### config.mk
export PLATFORM = sky130hd
export DESIGN_NAME = sdram_burst_fifo
export DESIGN_NICKNAME = d
export VERILOG_FILES = /design/src/rtl/sdram_burst_fifo.sv
export SDC_FILE = /design/constraint.sdc
export NUM_CORES = 1
export LEC_CHECK = 0
export ABC_AREA = 1
export BUFFER_PORTS_ARGS = -buffer_cell sky130_fd_sc_hd__buf_4
export CAP_MARGIN = 20
export CORE_MARGIN = 8
export CORE_UTILIZATION = 30
export DETAILED_ROUTE_END_ITERATION = 12
export PLACE_DENSITY = 0.5
export SKIP_LAST_GASP = 1
export SLEW_MARGIN = 20
export SYNTH_ARGS = -nofsm -noshare
export SYNTH_HDL_FRONTEND = slang
export SYNTH_SLANG_ARGS = --single-unit
### constraint.sdc
create_clock -name clk -period 2.5 [get_ports clk]
set_input_delay 0.125 -clock clk [delete_from_list [all_inputs] [get_ports clk]]
set_output_delay 0.125 -clock clk [all_outputs]
set_load 0.005 [all_outputs]
### src/rtl/sdram_burst_fifo.sv
// sdram_burst_fifo: user-side front end for the SDRAM data stage.
// A write FIFO feeds BL-word write bursts with auto-incrementing start addresses.
// A read prefetcher issues BL-word read bursts into a read FIFO that is presented
// as a show-ahead user read stream. Both address pointers wrap inside
// [ADDR_BASE, ADDR_BASE+ADDR_LEN).
module sdram_burst_fifo #(
  parameter int DW        = 16,
  parameter int AW        = 24,
  parameter int BL        = 4,
  parameter int WF_DEPTH  = 16,
  parameter int RF_DEPTH  = 16,
  parameter int ADDR_BASE = 0,
  parameter int ADDR_LEN  = 1024
) (
  input  logic                          clk,
  input  logic                          rst,
  input  logic [DW-1:0]                 us_wr_data,
  input  logic                          us_wr_valid,
  output logic                          us_wr_ready,
  output logic [DW-1:0]                 us_rd_data,
  output logic                          us_rd_valid,
  input  logic                          us_rd_ready,
  input  logic                          rd_en,
  input  logic                          wr_addr_clr,
  input  logic                          rd_addr_clr,
  output logic [DW-1:0]                 wr_data,
  output logic [AW-1:0]                 wr_addr,
  output logic                          wr_valid,
  input  logic                          wr_ready,
  output logic [AW-1:0]                 rd_addr,
  output logic                          rd_avalid,
  input  logic                          rd_aready,
  input  logic [DW-1:0]                 rd_data,
  input  logic                          rd_valid,
  output logic                          rd_ready,
  output logic [$clog2(WF_DEPTH):0]     wf_level,
  output logic [$clog2(RF_DEPTH):0]     rf_level
);

  localparam int WPW = $clog2(WF_DEPTH);
  localparam int RPW = $clog2(RF_DEPTH);
  localparam int WLW = WPW + 1;
  localparam int RLW = RPW + 1;
  localparam int BCW = (BL > 1) ? $clog2(BL) : 1;
  localparam logic [AW-1:0]  A_BASE = AW'(ADDR_BASE);
  localparam logic [AW-1:0]  A_END  = AW'(ADDR_BASE + ADDR_LEN);
  localparam logic [AW-1:0]  A_BL   = AW'(BL);
  localparam logic [BCW-1:0] B_LAST = BCW'(BL - 1);

  typedef enum logic [0:0] {W_IDLE = 1'b0, W_BURST = 1'b1} wstate_t;
  typedef enum logic [1:0] {R_IDLE = 2'd0, R_ADDR = 2'd1, R_DATA = 2'd2} rstate_t;

  // Next burst start address; landing exactly on the window end wraps to the base.
  function automatic logic [AW-1:0] next_addr(input logic [AW-1:0] a);
    logic [AW-1:0] s;
    s = a + A_BL;
    if (s == A_END) return A_BASE;
    else            return s;
  endfunction

  // ---------------- write FIFO ----------------
  logic [DW-1:0]  wf_mem_r [WF_DEPTH];
  logic [WPW-1:0] wf_wp_r, wf_rp_r;
  logic [WLW-1:0] wf_level_r, wf_level_nxt_s;
  logic           wf_ready_r, wf_push_s, wf_pop_s;

  wstate_t        w_state_r, w_state_nxt_s;
  logic [BCW-1:0] w_beat_r;
  logic [AW-1:0]  w_addr_r;
  logic           w_clr_pend_r, w_clr_eff_s;

  assign wf_push_s   = us_wr_valid && wf_ready_r;
  assign wf_pop_s    = (w_state_r == W_BURST) && wr_ready;
  assign w_clr_eff_s = w_clr_pend_r || wr_addr_clr;

  // Write FIFO occupancy after this cycle's push/pop.
  always_comb begin
    wf_level_nxt_s = wf_level_r;
    case ({wf_push_s, wf_pop_s})
      2'b10:   wf_level_nxt_s = wf_level_r + WLW'(1);
      2'b01:   wf_level_nxt_s = wf_level_r - WLW'(1);
      default: wf_level_nxt_s = wf_level_r;
    endcase
  end

  // Write FIFO storage; contents are don't-care once the pointers reset.
  always_ff @(posedge clk) begin
    if (wf_push_s) wf_mem_r[wf_wp_r] <= us_wr_data;
  end

  // Write FIFO pointers, level and registered not-full flag.
  always_ff @(posedge clk) begin
    if (rst) begin
      wf_wp_r    <= {WPW{1'b0}};
      wf_rp_r    <= {WPW{1'b0}};
      wf_level_r <= {WLW{1'b0}};
      wf_ready_r <= 1'b0;
    end else begin
      if (wf_push_s) wf_wp_r <= wf_wp_r + WPW'(1);
      if (wf_pop_s)  wf_rp_r <= wf_rp_r + WPW'(1);
      wf_level_r <= wf_level_nxt_s;
      wf_ready_r <= (wf_level_nxt_s != WLW'(WF_DEPTH));
    end
  end

  // Write FSM next state; a pending clear holds IDLE for the cycle it is applied.
  always_comb begin
    w_state_nxt_s = w_state_r;
    case (w_state_r)
      W_IDLE: begin
        if (w_clr_eff_s)                     w_state_nxt_s = W_IDLE;
        else if (wf_level_r >= WLW'(BL))     w_state_nxt_s = W_BURST;
        else                                 w_state_nxt_s = W_IDLE;
      end
      W_BURST: begin
        if (wf_pop_s && (w_beat_r == B_LAST)) w_state_nxt_s = W_IDLE;
        else                                  w_state_nxt_s = W_BURST;
      end
      default: w_state_nxt_s = W_IDLE;
    endcase
  end

  // Write FSM state, beat counter, address pointer and pending clear.
  always_ff @(posedge clk) begin
    if (rst) begin
      w_state_r    <= W_IDLE;
      w_beat_r     <= {BCW{1'b0}};
      w_addr_r     <= A_BASE;
      w_clr_pend_r <= 1'b0;
    end else begin
      w_state_r <= w_state_nxt_s;
      case (w_state_r)
        W_IDLE: begin
          w_beat_r <= {BCW{1'b0}};
          if (w_clr_eff_s) begin
            w_addr_r     <= A_BASE;
            w_clr_pend_r <= 1'b0;
          end
        end
        W_BURST: begin
          if (wr_addr_clr) w_clr_pend_r <= 1'b1;
          if (wf_pop_s) begin
            if (w_beat_r == B_LAST) begin
              w_beat_r <= {BCW{1'b0}};
              w_addr_r <= next_addr(w_addr_r);
            end else begin
              w_beat_r <= w_beat_r + BCW'(1);
            end
          end
        end
        default: w_beat_r <= {BCW{1'b0}};
      endcase
    end
  end

  assign us_wr_ready = wf_ready_r;
  assign wf_level    = wf_level_r;
  assign wr_valid    = (w_state_r == W_BURST);
  assign wr_addr     = w_addr_r;
  assign wr_data     = wf_mem_r[wf_rp_r];

  // ---------------- read FIFO ----------------
  logic [DW-1:0]  rf_mem_r [RF_DEPTH];
  logic [RPW-1:0] rf_wp_r, rf_rp_r;
  logic [RLW-1:0] rf_level_r;
  logic           rf_push_s, rf_pop_s, rf_flush_s;

  rstate_t        r_state_r, r_state_nxt_s;
  logic [BCW-1:0] r_beat_r;
  logic [AW-1:0]  r_addr_r;
  logic           r_clr_pend_r, r_clr_eff_s, r_space_s;

  assign rf_push_s   = (r_state_r == R_DATA) && rd_valid;
  assign rf_pop_s    = (rf_level_r != {RLW{1'b0}}) && us_rd_ready;
  assign r_clr_eff_s = r_clr_pend_r || rd_addr_clr;
  assign rf_flush_s  = (r_state_r == R_IDLE) && r_clr_eff_s;
  assign r_space_s   = ((RLW'(RF_DEPTH) - rf_level_r) >= RLW'(BL));

  // Read FIFO storage.
  always_ff @(posedge clk) begin
    if (rf_push_s) rf_mem_r[rf_wp_r] <= rd_data;
  end

  // Read FIFO pointers and level; a flush discards any same-cycle pop.
  always_ff @(posedge clk) begin
    if (rst || rf_flush_s) begin
      rf_wp_r    <= {RPW{1'b0}};
      rf_rp_r    <= {RPW{1'b0}};
      rf_level_r <= {RLW{1'b0}};
    end else begin
      if (rf_push_s) rf_wp_r <= rf_wp_r + RPW'(1);
      if (rf_pop_s)  rf_rp_r <= rf_rp_r + RPW'(1);
      case ({rf_push_s, rf_pop_s})
        2'b10:   rf_level_r <= rf_level_r + RLW'(1);
        2'b01:   rf_level_r <= rf_level_r - RLW'(1);
        default: rf_level_r <= rf_level_r;
      endcase
    end
  end

  // Read FSM next state; a burst only starts once BL words of space are free.
  always_comb begin
    r_state_nxt_s = r_state_r;
    case (r_state_r)
      R_IDLE: begin
        if (r_clr_eff_s)              r_state_nxt_s = R_IDLE;
        else if (rd_en && r_space_s)  r_state_nxt_s = R_ADDR;
        else                          r_state_nxt_s = R_IDLE;
      end
      R_ADDR: begin
        if (rd_aready) r_state_nxt_s = R_DATA;
        else           r_state_nxt_s = R_ADDR;
      end
      R_DATA: begin
        if (rd_valid && (r_beat_r == B_LAST)) r_state_nxt_s = R_IDLE;
        else                                  r_state_nxt_s = R_DATA;
      end
      default: r_state_nxt_s = R_IDLE;
    endcase
  end

  // Read FSM state, beat counter, address pointer and pending clear.
  always_ff @(posedge clk) begin
    if (rst) begin
      r_state_r    <= R_IDLE;
      r_beat_r     <= {BCW{1'b0}};
      r_addr_r     <= A_BASE;
      r_clr_pend_r <= 1'b0;
    end else begin
      r_state_r <= r_state_nxt_s;
      case (r_state_r)
        R_IDLE: begin
          r_beat_r <= {BCW{1'b0}};
          if (r_clr_eff_s) begin
            r_addr_r     <= A_BASE;
            r_clr_pend_r <= 1'b0;
          end
        end
        R_ADDR: begin
          if (rd_addr_clr) r_clr_pend_r <= 1'b1;
        end
        R_DATA: begin
          if (rd_addr_clr) r_clr_pend_r <= 1'b1;
          if (rd_valid) begin
            if (r_beat_r == B_LAST) begin
              r_beat_r <= {BCW{1'b0}};
              r_addr_r <= next_addr(r_addr_r);
            end else begin
              r_beat_r <= r_beat_r + BCW'(1);
            end
          end
        end
        default: r_beat_r <= {BCW{1'b0}};
      endcase
    end
  end

  assign rd_avalid   = (r_state_r == R_ADDR);
  assign rd_addr     = r_addr_r;
  assign rd_ready    = (r_state_r == R_DATA);
  assign rf_level    = rf_level_r;
  assign us_rd_valid = (rf_level_r != {RLW{1'b0}});
  assign us_rd_data  = rf_mem_r[rf_rp_r];

endmodule

After elaboration in Yosys (flattened, before gate mapping)

Memory sizes are Yosys's and may differ from the RTL's. A register that Yosys moved wholly into a read port is not among the register bits.
Cells that the tools add are included.

Bits of input ports: 42
Output and inout bits: 95
Logic and storage cells: 116
Register bits: 84
Bits in writable memories: 512
Memories kept: 2

Memories:

| name     | depth | width | read ports | clocked after Yosys merged registers in | wr ports | line | source |
|---|---|---|---|---|---|---|---|
| rf_mem_r | 16    | 16    | 1          | 1                                       | 1        | 163  | `logic [DW-1:0] rf_mem_r [RF_DEPTH];` |
| wf_mem_r | 16    | 16    | 1          | 1                                       | 1        | 62   | `logic [DW-1:0] wf_mem_r [WF_DEPTH];` |

Bitwise logic cells: 2
Reduce and logical (&&, ||, !) cells: 22
Eq/ne operators: 19
Multiplexer cells: 41
Add/sub/neg operators: 13
Order comparisons: 2

Operator list:

| cell                  | number |
|---|---|
| $mux 24               | 8 |
| $pmux 24 s2           | 2 |
| $add 24x3->24 const B | 2 |
| $eq 24x11->1 const B  | 2 |
| $pmux 5 s2            | 2 |
| $add 4x1->4 const B   | 4 |
| $mux 4                | 4 |
| $mux 1                | 13 |
| $mux 2                | 6 |
| $add 5x1->5 const B   | 2 |
| $eq 2x2->1 const B    | 5 |
| $ge 5x3->1 const B    | 2 |
| $ne 2x2->1 const B    | 5 |
| $sub 5x1->5 const B   | 2 |
| $logic_and 1x1->1     | 8 |
| $pmux 2 s2            | 2 |
| $eq 2x1->1 const B    | 3 |
| $ne 2x1->1 const B    | 3 |
| $pmux 1 s2            | 3 |
| $pmux 2 s3            | 1 |
| $reduce_and 3->1      | 2 |
| $reduce_bool 2->1     | 3 |
| $ne 5x5->1 const B    | 1 |
| $reduce_bool 5->1     | 1 |
| other kinds (8)       | 13 |

Logic depth before layout (Yosys ltp)

Gate-level depths: netlist (run 1).

Depth in word-level cells: 6
Gate-level depth with buffers: 14
Gate-level depth less buffers: 14

Worst setup path after synthesis (run 1)

Ideal clock, no wire load.

Path kind: register to register
From: register rf_level_r[0] (netlist: rf_level[0])
To: register rf_level_r[4] (netlist: rf_level[4])
Setup slack: -0.204 ns
Clock period less this slack: 2.704 ns
Library setup time: 0.119 ns
Data required time: 2.381 ns
Buffers on the path: 0
Cell stages (with the launch flop): 15
Data arrival time: 2.585 ns
Path through: dfxtp_1 > or2_2 > nor3_1 > ha_1 > inv_1 > nand2_1 > inv_1 > ha_1 > fa_1 > a21o_1 > a21oi_1 > o21ai_0 > a21o_1 > o21ai_0 > a21oi_1

Cells in the longest elaborated chain, start to end: 4
Elaborated cells on any way between the ends: 8
Classes of those cells: add/sub: 2; eq/ne: 2; mux: 1; reduce/logical: 3

Ends and longest elaborated chain:

| what                                            | line | source |
|---|---|---|
| start, declared                                 | 165  | `logic [RLW-1:0] rf_level_r;` |
| start signal, assigned                          | 189  | `rf_level_r <= {RLW{1'b0}};` |
| start signal, assigned                          | 194  | `2'b10: rf_level_r <= rf_level_r + RLW'(1);` |
| start signal, assigned                          | 195  | `2'b01: rf_level_r <= rf_level_r - RLW'(1);` |
| $reduce_bool 5->1 *                             | -    |  |
| net us_rd_valid                                 | 21   | `output logic us_rd_valid,` |
| $logic_and 1x1->1 *                             | 174  | `assign rf_pop_s = (rf_level_r != {RLW{1'b0}}) && us_rd_ready;` |
| net rf_pop_s                                    | 166  | `logic rf_push_s, rf_pop_s, rf_flush_s;` |
| $eq 2x1->1 or $eq 2x2->1 (tied branches)        | 193  | `case ({rf_push_s, rf_pop_s})` |
| $pmux 5 s2 or $reduce_bool 2->1 (tied branches) | -    |  |

The timed path passes the listed nets; every way through them passes the cells marked *.
A chain may end at the register's enable or synchronous reset.

Final worst setup path (run 1)

From: register rf_level_r[0] (netlist: rf_level[0])
To: register rf_level_r[4] (netlist: rf_level[4])

Cells in the longest elaborated chain, start to end: 4
Elaborated cells on any way between the ends: 8
Classes of those cells: add/sub: 2; eq/ne: 2; mux: 1; reduce/logical: 3

Ends and longest elaborated chain:

| what                                            | line |
|---|---|
| $reduce_bool 5->1 *                             | 174 |
| $logic_and 1x1->1 *                             | 174 |
| net rf_pop_s                                    | 166 |
| $eq 2x1->1 or $eq 2x2->1 (tied branches)        | 193 |
| $pmux 5 s2 or $reduce_bool 2->1 (tied branches) | - |

Marks and branches as above.

==> reports/qor.txt, run 1 <==
clk_skew = 35.16 ps
Max-Cap Viols = 0
Post-Syn Area = 0.02552 mm2
register bit total from synthesis = 600
R2R Setup Slk = 30 ps
area grow syn2layout = 22.78%
vias = 16750
dominant cell type by area after synthesis = edfxtp_1
Wirelength per Cell = 18.79 um
status = finished clean
vias per cell = 4.679
post-route ant nets = 0
min-delay src = rd_data[5]
GRT overflow = 0
post-synthesis cell type count = 43
Sink Count = 600
critical-path maximum fanout = 4
fillers = 8208
CTS root buffer = clkbuf_16
Sum Neg Setup Slack = 0 ps
Hold EP = rf_mem_r[7][5]
GR Util All Layers = 13.78%
DIE WIDTH = 307.7 um
Buffers & Inverters on Critical Path = 2
CTS tree = yes
mean area per synthesized cell = 11.90 um2
Max Slew Vio Count = 0
highest clock rate = 0.4056 GHz
Initial Utilization = 30.11%
area of the die = 0.09465 mm2
CTS buffer count = 70
Post-Synthesis Cells = 2144
most frequent cells in the layout = 512 x edfxtp_1, 259 x nand2_1, 215 x inv_1, 205 x buf_4, 172 x a21oi_1
worst reg2reg path depth = 14
ys async rst share = 0%
DRC viols = 0
number of synthesized flops with an enable pin = 512
layout cells sized above 1 = 17.04%
CP Class = reg2reg
Final Wtd Congestion = 0.8258
crit path DAT = 2950 ps
Req. time, crit path = 2990 ps
critical path's top delay family = compound AO/OA/AOI/OAI gates
Worst VDD drop = 0.5214 mV
Slew HR = 50.15%
Synth area leaders = edfxtp_1 60%, dfxtp_1 6.9%, mux2i_1 5.1%
initial DRC count = 1228
P_leak = 10.82 nW
hold path depth = 2
detailed placer's ending HPWL = 40.41 mm
endpoint class of the critical path = register
ant diodes = 0
row cnt = 107
DRT Pass-1 Iters = 5
Final period util = 98.62%
H-tree Lvls = 3
DP Area = 0.02835 mm2
DIE HEIGHT = 307.7 um
final wirelength = 67.27 mm
Top FF cell, synth = edfxtp_1
Final Net Count = 2453
core area = 0.08475 mm2
largest net degree at the start of global routing = 67
vias in the first global route = 16500
startpoint types = register
CTS clk-pin slew, worst paths = 60 ps
IO Count = 137
Slowest-stage cell, CP = fa_2
Crit path depth = 14
Slew @ Worst Pin = 746.9 ps
r2r endpoint = rf_level[4]
antenna violations before repair = 0
commonest non-fill, non-tap cell in the layout = edfxtp_1
Final setup viols = 0
Fin. Hold Viols = 0
PD cells = 717.8 mW/mm2
Clock Tree Buf Depth = 3
Hold WC Path Type = in2reg
launch point of the worst reg-to-reg path = rf_level[0]
PortBufs = 132
post-synth top area share = 60.25%
most used cell, CP = a21o_1
first-pass GRT wire length = 101.7 mm
Yosys warnings = 0
Seq/Total Area, Yosys = 67.15%
Final Instance Area = 0.03133 mm2
clock latency at the later pin of the worst-skew pair = 610 ps
Tmin final = 2465 ps
RSZ-0062 raised after global routing = yes
CP peak stage delay = 360 ps
critical path, cell by cell = or2_4 -> nor3_4 -> ha_2 -> inv_1 -> nand2_2 -> inv_2 -> ha_4 -> fa_2 -> a21o_1 -> a21oi_2 -> o21ai_0 -> a21o_1 -> o21ai_1 -> a21oi_1
## cells in the mapped netlist, types with 8 or more instances
library cell and count:
buf_1 8, edfxtp_1 512, o21ai_0 170, dfxtp_1 88, nand3_1 88, ha_1 27
nor2_1 129, o22ai_1 12, nor2_2 8, nand2_2 10, clkbuf_1 53, nand4_1 11
inv_1 216, o211ai_1 128, a21oi_1 173, nand2_1 261, nor3_1 11, buf_2 31
mux2i_1 129, buf_4 10
## layer usage
layer | routed length, um | part of all wire (%) | global-route usage [%] | up-vias
met5 | 0 | 0 | 0 | -
met4 | 1182 | 1.8 | 3.793 | 0
met3 | 2638 | 3.9 | 2.323 | 81
met2 | 32200 | 48 | 22.94 | 290
met1 | 31240 | 46 | 18.47 | 8237
li1 | - | - | - | 8144
## flip-flops by register name (all words and copies together), names as in the netlist, 2 cells and up, named ones only
name,count
w_beat_r,2
wr_addr,22
r_state_r,2
wf_wp_r,4
rd_addr,22
wf_rp_r,4
rf_mem_r,256
rf_wp_r,4
rf_level,5
wf_mem_r,256
r_beat_r,2
rf_rp_r,4
wf_level,5
## area by class of cell
cell class,count,area [um2],area share (%)
Clock buffer,85,1829,5.839
Clock inverter,41,536.8,1.713
Inverter,225,849.6,2.712
Multi-Input combinational cell,1220,7219,23.04
Sequential cell,600,17150,54.75
Tap cell,1144,1431,4.569
Timing Repair Buffer,265,2310,7.372
## through the flow
step                      instances  hold slack [ps]  utilization [%]  setup slack [ps]  total power (W)
after floorplan                2147            223.9                -             10.87          0.01168
after global placement         3397            401.9            33.45            -56.75          0.01214
after detailed placement       3397            408.0            33.45             8.278          0.01216
after CTS                      3579            314.6            36.95            0.4148          0.02281
after global routing           3580            340.5            36.97            -55.03          0.02330
final                          3580            356.8            36.97             34.54          0.02249
## power breakdown
part	internal [W]	total, W	switching, W
registers	0.0109	0.0109	0.0000387
logic	0.000442	0.00108	0.000638
clock network	0.00622	0.0105	0.00425
total	0.0176	0.0225	0.00493
## what timing repair did
item	CTS	global route
gates cloned	1	0
endpoints found under the hold margin	535	0
gates resized for setup	7	7
hold buffers	43	0
pin swaps	6	2
buffers inserted	12	1
endpoints found under the setup margin	27	18
## worst register-to-register path: stages, from the launching register on
cell,delay [ps]
dfxtp_1,310
or2_4,260
nor3_4,130
ha_2,180
inv_1,50
nand2_2,80
inv_2,50
ha_4,180
fa_2,360
a21o_1,170
a21oi_2,140
o21ai_0,90
a21o_1,170
o21ai_1,120
a21oi_1,60
## worst max path at each step
stage                      startpoint             to  slack [ps]
after floorplan           rf_level[0]    rf_level[4]          10
after global placement    rf_level[0]    rf_level[4]         -60
after detailed placement  rf_level[0]    rf_level[4]           8
after CTS                    register  us_rd_data[9]         0.4
after global routing      rf_level[0]    rf_level[4]         -60
final                     rf_level[0]    rf_level[4]          30
## logic make-up after synthesis
group / after synthesis / share of synthesized area (%)
AOI/OAI and AO/OA: 502 / 11.35
xor gates and xnor gates: 10 / 0.3432
and+or+nand+nor: 546 / 9.488
other: 1 / 0.01470
DFF: 600 / 67.15
adders and majority gates: 29 / 1.481
buffers and inverters: 327 / 5.109
muxes: 129 / 5.060
Power figures use the tool's default switching activity.
==> inputs of run 2 (changes only) <==
Settings changed: REMOVE_ABC_BUFFERS set to 1.
==> run 2 against run 1 <==
The run now ends with negative setup slack left. Clock power about the same. Count of clock-buffer cells in the layout rose by 2. Critical path depth is the same. Design area up 0.19%. Hold slack worse by 7.2 ps. Register-to-register slack worse by 60 ps. Die area unchanged. Sequential power is essentially flat. Largest cell class unchanged.
==> reports/qor.txt, run 2 (synthesized netlist as in run 1, its figures left out) <==
status = complete, but fails checks
violated checks = negative setup slack
Hold EP = wf_mem_r[5][8]
row cnt = 107
worst reg2reg path depth = 14
Final Net Count = 2465
core area = 0.08475 mm2
Hold WC Path Type = in2reg
CTS root buffer = clkbuf_16
P_leak = 10.88 nW
area grow syn2layout = 23.01%
Final Wtd Congestion = 0.8264
DIE HEIGHT = 307.7 um
antenna violations before repair = 3
CTS buffer count = 73
Wirelength per Cell = 18.19 um
most frequent cells in the layout = 512 x edfxtp_1, 260 x nand2_1, 217 x buf_4, 215 x inv_1, 172 x a21oi_1
Tmin final = 2521 ps
CTS tree = yes
layout cells sized above 1 = 17.73%
Clk pwr share = 46.5%
combinational share of power = 4.7%
DIE WIDTH = 307.7 um
non-filler cells, final = 3593
switching pwr = 0.004907 W
P_int = 0.01756 W
GRT overflow = 0
clk_skew = 38.16 ps
Slowest-stage cell, CP = fa_2
RSZ-0062 raised after global routing = yes
detailed placer's ending HPWL = 39.38 mm
Max-Cap Viols = 0
Final period util = 100.8%
largest net degree at the start of global routing = 65
PD cells = 715.6 mW/mm2
Final setup viols = 1
Sink Count = 600
clock latency at the later pin of the worst-skew pair = 620 ps
crit path DAT = 3030 ps
launch point of the worst reg-to-reg path = rf_level[0]
Cells after DPL = 3411
Req. time, crit path = 3010 ps
Worst Hold Margin = 349.5 ps
R2R Setup Slk = -20 ps
initial DRC count = 1053
Initial Utilization = 30.11%
highest clock rate = 0.3967 GHz
GR Util All Layers = 13.43%
fin util = 37.04%
vias in the first global route = 16770
Max Slew Vio Count = 0
CTS clk-pin slew, worst paths = 60 ps
vias per cell = 4.701
first-pass GRT wire length = 99.73 mm
r2r endpoint = rf_level[4]
post-route ant nets = 0
H-tree Lvls = 3
area of the die = 0.09465 mm2
DRT Pass-1 Iters = 5
IO Count = 137
Clock Tree Buf Depth = 3
Place WS = -250.1 ps
final wirelength = 65.34 mm
Slew HR = 40.10%
Worst VDD drop = 0.4715 mV
largest registers = rf_mem_r x256, wf_mem_r x256
critical path's top delay family = compound AO/OA/AOI/OAI gates
CP peak stage delay = 350 ps
Slew @ Worst Pin = 897.6 ps
critical path, cell by cell = or2_4 -> nor3_4 -> ha_2 -> inv_1 -> nand2_2 -> inv_2 -> ha_4 -> fa_2 -> a21o_1 -> a21oi_2 -> o21ai_0 -> a21o_1 -> o21ai_2 -> a21oi_1
hold path depth = 2
Reg power frac = 48.7%
endpoint class of the critical path = register
DRC viols = 0
CP Class = reg2reg
Sum Neg Setup Slack = -20.70 ps
most used cell, CP = a21o_1
critical-path maximum fanout = 4
commonest non-fill, non-tap cell in the layout = edfxtp_1
Buffers & Inverters on Critical Path = 2
switching share of power = 21.85%
PortBufs = 132
Setup WS post-layout = -20.70 ps
vias = 16890
startpoint types = register
min-delay src = us_wr_data[8]
Fin. Hold Viols = 0
[run 2: cell types whose count changed in the layout (fill, tap and decap cells not counted), moves of 2 or more]
cell and delta:
buf_16 +2, dfxtp_2 +2, bufinv_16 -2, inv_16 +3
dfxtp_4 -2, clkinv_2 +4, inv_2 +2, inv_4 -2
buf_12 -8, clkinv_1 -4, buf_4 +12, buf_6 +4
clkbuf_16 +4
[run 2: final cells by class]
cell class / count / area [um2]
clock buffers: 87 / 1889
inverters: 225 / 844.6
flip-flops and latches: 600 / 17150
diodes: 1 / 2.502
repair buffers: 274 / 2342
well taps: 1144 / 1431
multi-input cells: 1220 / 7223
clock inverters: 42 / 508.0
fillers: 8166 / 53350
[run 2: worst max path at each step]
stage	from	to	slack (ps)	cells after the start
finish	rf_level[0]	rf_level[4]	-20	14
global placement	rf_level[0]	rf_level[4]	-240	14
CTS	rf_level[0]	rf_level[4]	-40	14
detailed placement	rf_level[0]	rf_level[4]	-250	14
floorplan	register	wr_data[11]	-2530	4
global route	rf_level[0]	rf_level[4]	-180	14
[run 2: power groups by stage]
stage | sequential (W) | clock, W | combinational, W
final | 0.0109 | 0.0105 | 0.00106
after global routing | 0.0109 | 0.0112 | 0.00119
after CTS | 0.0109 | 0.0108 | 0.00105
after detailed placement | 0.0112 | 0 | 0.000972
after global placement | 0.0112 | 0 | 0.000952
after floorplan | 0.0112 | 0 | 0.000452
[run 2: per-stage QoR]
step / power, W / instance area (um2)
floorplan: 0.01167 / 25070
global route: 0.02331 / 31390
global placement: 0.01211 / 28360
finish: 0.02246 / 31390
CTS: 0.02278 / 31230
detailed placement: 0.01213 / 28360
[run 2: what timing repair did]
action,4_1_cts,5_1_grt
hold buffers,42,0
endpoints found under the hold margin,546,0
resized for setup,6,14
setup endpoints to repair,21,11
cloned,0,2
buffers inserted,3,5
pin swaps,0,2
[run 2: per-layer routing]
metal | part of all wire [%] | vias up | track usage, %
li1 | - | 8176 | -
met1 | 47 | 8291 | 18.36
met2 | 46 | 319 | 21.65
met3 | 3.9 | 100 | 2.536
met4 | 2.2 | 4 | 3.858
met5 | 0.034 | - | 0
==> inputs of run 3 (changes only) <==
Settings changed: PLACE_DENSITY 0.5 to 0.44.
==> run 3 against run 2 <==
The run now ends clean. Non-clock buffer count is 3 lower. Count of clock-buffer cells in the layout is 5 higher. Final cell count barely moved. Register-to-register slack improved by 50 ps. Critical path type unchanged. Highest routed layer is now met4.
==> reports/qor.txt, run 3 (synthesized netlist as in run 1, its figures left out) <==
row cnt = 107
DP Area = 0.02842 mm2
largest net degree at the start of global routing = 69
clock latency at the later pin of the worst-skew pair = 620 ps
Sink Count = 600
Fin. Hold Viols = 0
GR Util All Layers = 14.13%
Final setup viols = 0
Final Net Count = 2461
initial DRC count = 1100
antenna violations before repair = 1
vias = 16680
Top Usage Layer GRT = met2
GRT overflow = 0
Reg area = 0.01715 mm2
CP Class = reg2reg
CTS buffer count = 72
fillers = 8269
detailed placer's ending HPWL = 40.92 mm
core area = 0.08475 mm2
Final Instance Area = 0.03124 mm2
status = finished clean
critical path's top delay family = compound AO/OA/AOI/OAI gates
crit path DAT = 2970 ps
H-tree Lvls = 3
Final Wtd Congestion = 0.7847
vias per cell = 4.647
P_leak = 10.77 nW
R2R Setup Slk = 30 ps
RSZ-0062 raised after global routing = yes
Slowest-stage cell, CP = fa_2
CTS clk-pin slew, worst paths = 60 ps
commonest non-fill, non-tap cell in the layout = edfxtp_1
CTS root buffer = clkbuf_16
startpoint types = register
combinational share of power = 4.8%
DRT Pass-1 Iters = 4
CTS tree = yes
clk_skew = 22.61 ps
largest registers = rf_mem_r x256, wf_mem_r x256
critical path, cell by cell = or2_4 -> nor3_4 -> ha_2 -> inv_2 -> nand2_2 -> inv_2 -> ha_4 -> fa_2 -> a21o_1 -> a21oi_2 -> o21ai_1 -> a21o_1 -> o21ai_1 -> a21oi_1
Initial Utilization = 30.11%
Worst VDD drop = 0.4433 mV
PortBufs = 132
area grow syn2layout = 22.43%
area of the die = 0.09465 mm2
IO Count = 137
PD cells = 703.2 mW/mm2
DRC viols = 0
Req. time, crit path = 3000 ps
Global Route met3 Usage = 2.742%
final wirelength = 68.13 mm
GR Util met2 = 23.09%
P_int = 0.01711 W
highest clock rate = 0.4041 GHz
Clk pwr share = 45.4%
Hold WC Path Type = in2reg
Final period util = 99.00%
DIE HEIGHT = 307.7 um
Buffers & Inverters on Critical Path = 2
multi-input logic area = 0.007223 mm2
Max-Cap Viols = 0
switching share of power = 22.12%
Sum Neg Setup Slack = 0 ps
Slew @ Worst Pin = 732.9 ps
Slew HR = 51.09%
Wirelength per Cell = 18.98 um
critical-path maximum fanout = 3
Reg power frac = 49.8%
first-pass GRT wire length = 103.1 mm
vias in the first global route = 16780
Clock Tree Buf Depth = 3
Max Slew Vio Count = 0
met1 usage = 19.26%
switching pwr = 0.004860 W
most frequent cells in the layout = 512 x edfxtp_1, 260 x nand2_1, 214 x inv_1, 213 x buf_4, 172 x a21oi_1
DIE WIDTH = 307.7 um
Tmin final = 2475 ps
endpoint class of the critical path = register
layout cells sized above 1 = 17.18%
CP peak stage delay = 360 ps
post-route ant nets = 0
## run 3: power by group through the flow
stage,Sequential [W],Combinational (W),Clock (W)
4_1_cts,0.0109,0.00106,0.0103
6_report,0.0109,0.00105,0.00998
2_1_floorplan,0.0112,0.000452,0
3_5_place_dp,0.0112,0.000985,0
5_1_grt,0.0109,0.00118,0.0107
3_3_place_gp,0.0112,0.000973,0
## run 3: final timing paths
kind                                     start               to  cells after the start
worst min register to register     r_beat_r[1]      r_beat_r[1]                      2
worst min-delay path            us_wr_data[12]  wf_mem_r[8][12]                      2
worst max register to register     rf_level[0]      rf_level[4]                     14
worst max-delay path               rf_level[0]      rf_level[4]                     14
## run 3: area by class of cell
type	instances	area share [%]
antenna	1	0.008010
clock buffer	92	6.107
clock inverter	37	1.157
inverter	225	2.703
multi-input combinational	1220	23.12
sequential	600	54.89
tap	1144	4.581
timing repair buffer	271	7.429
## run 3: per-layer routing
metal  vias to the layer above  share of wire, %
li1                       8161                 -
met5                         -                 0
met1                      8127                46
met2                       319                47
met4                         0               1.6
met3                        76               4.6
## run 3: stage by stage
| step | utilization, % | power, W | instances | hold WS (ps) | setup slack (ps) |
|---|---|---|---|---|---|
| global placement | 33.54 | 0.01212 | 3411 | 408.7 | -257.7 |
| floorplan | - | 0.01167 | 2045 | 187.4 | -2528 |
| detailed placement | 33.54 | 0.01214 | 3411 | 417.6 | -270.6 |
| CTS | 36.78 | 0.02231 | 3584 | 306.6 | -43.08 |
| global route | 36.87 | 0.02282 | 3590 | 340.9 | -92.91 |
| finish | 36.87 | 0.02197 | 3590 | 359.7 | 25.06 |
## run 3: repair_timing
item,CTS,global route
endpoints found under the setup margin,17,2
gates resized for setup,6,12
setup buffers,2,5
pin swaps,0,5
endpoints found under the hold margin,543,0
hold buffers,42,0
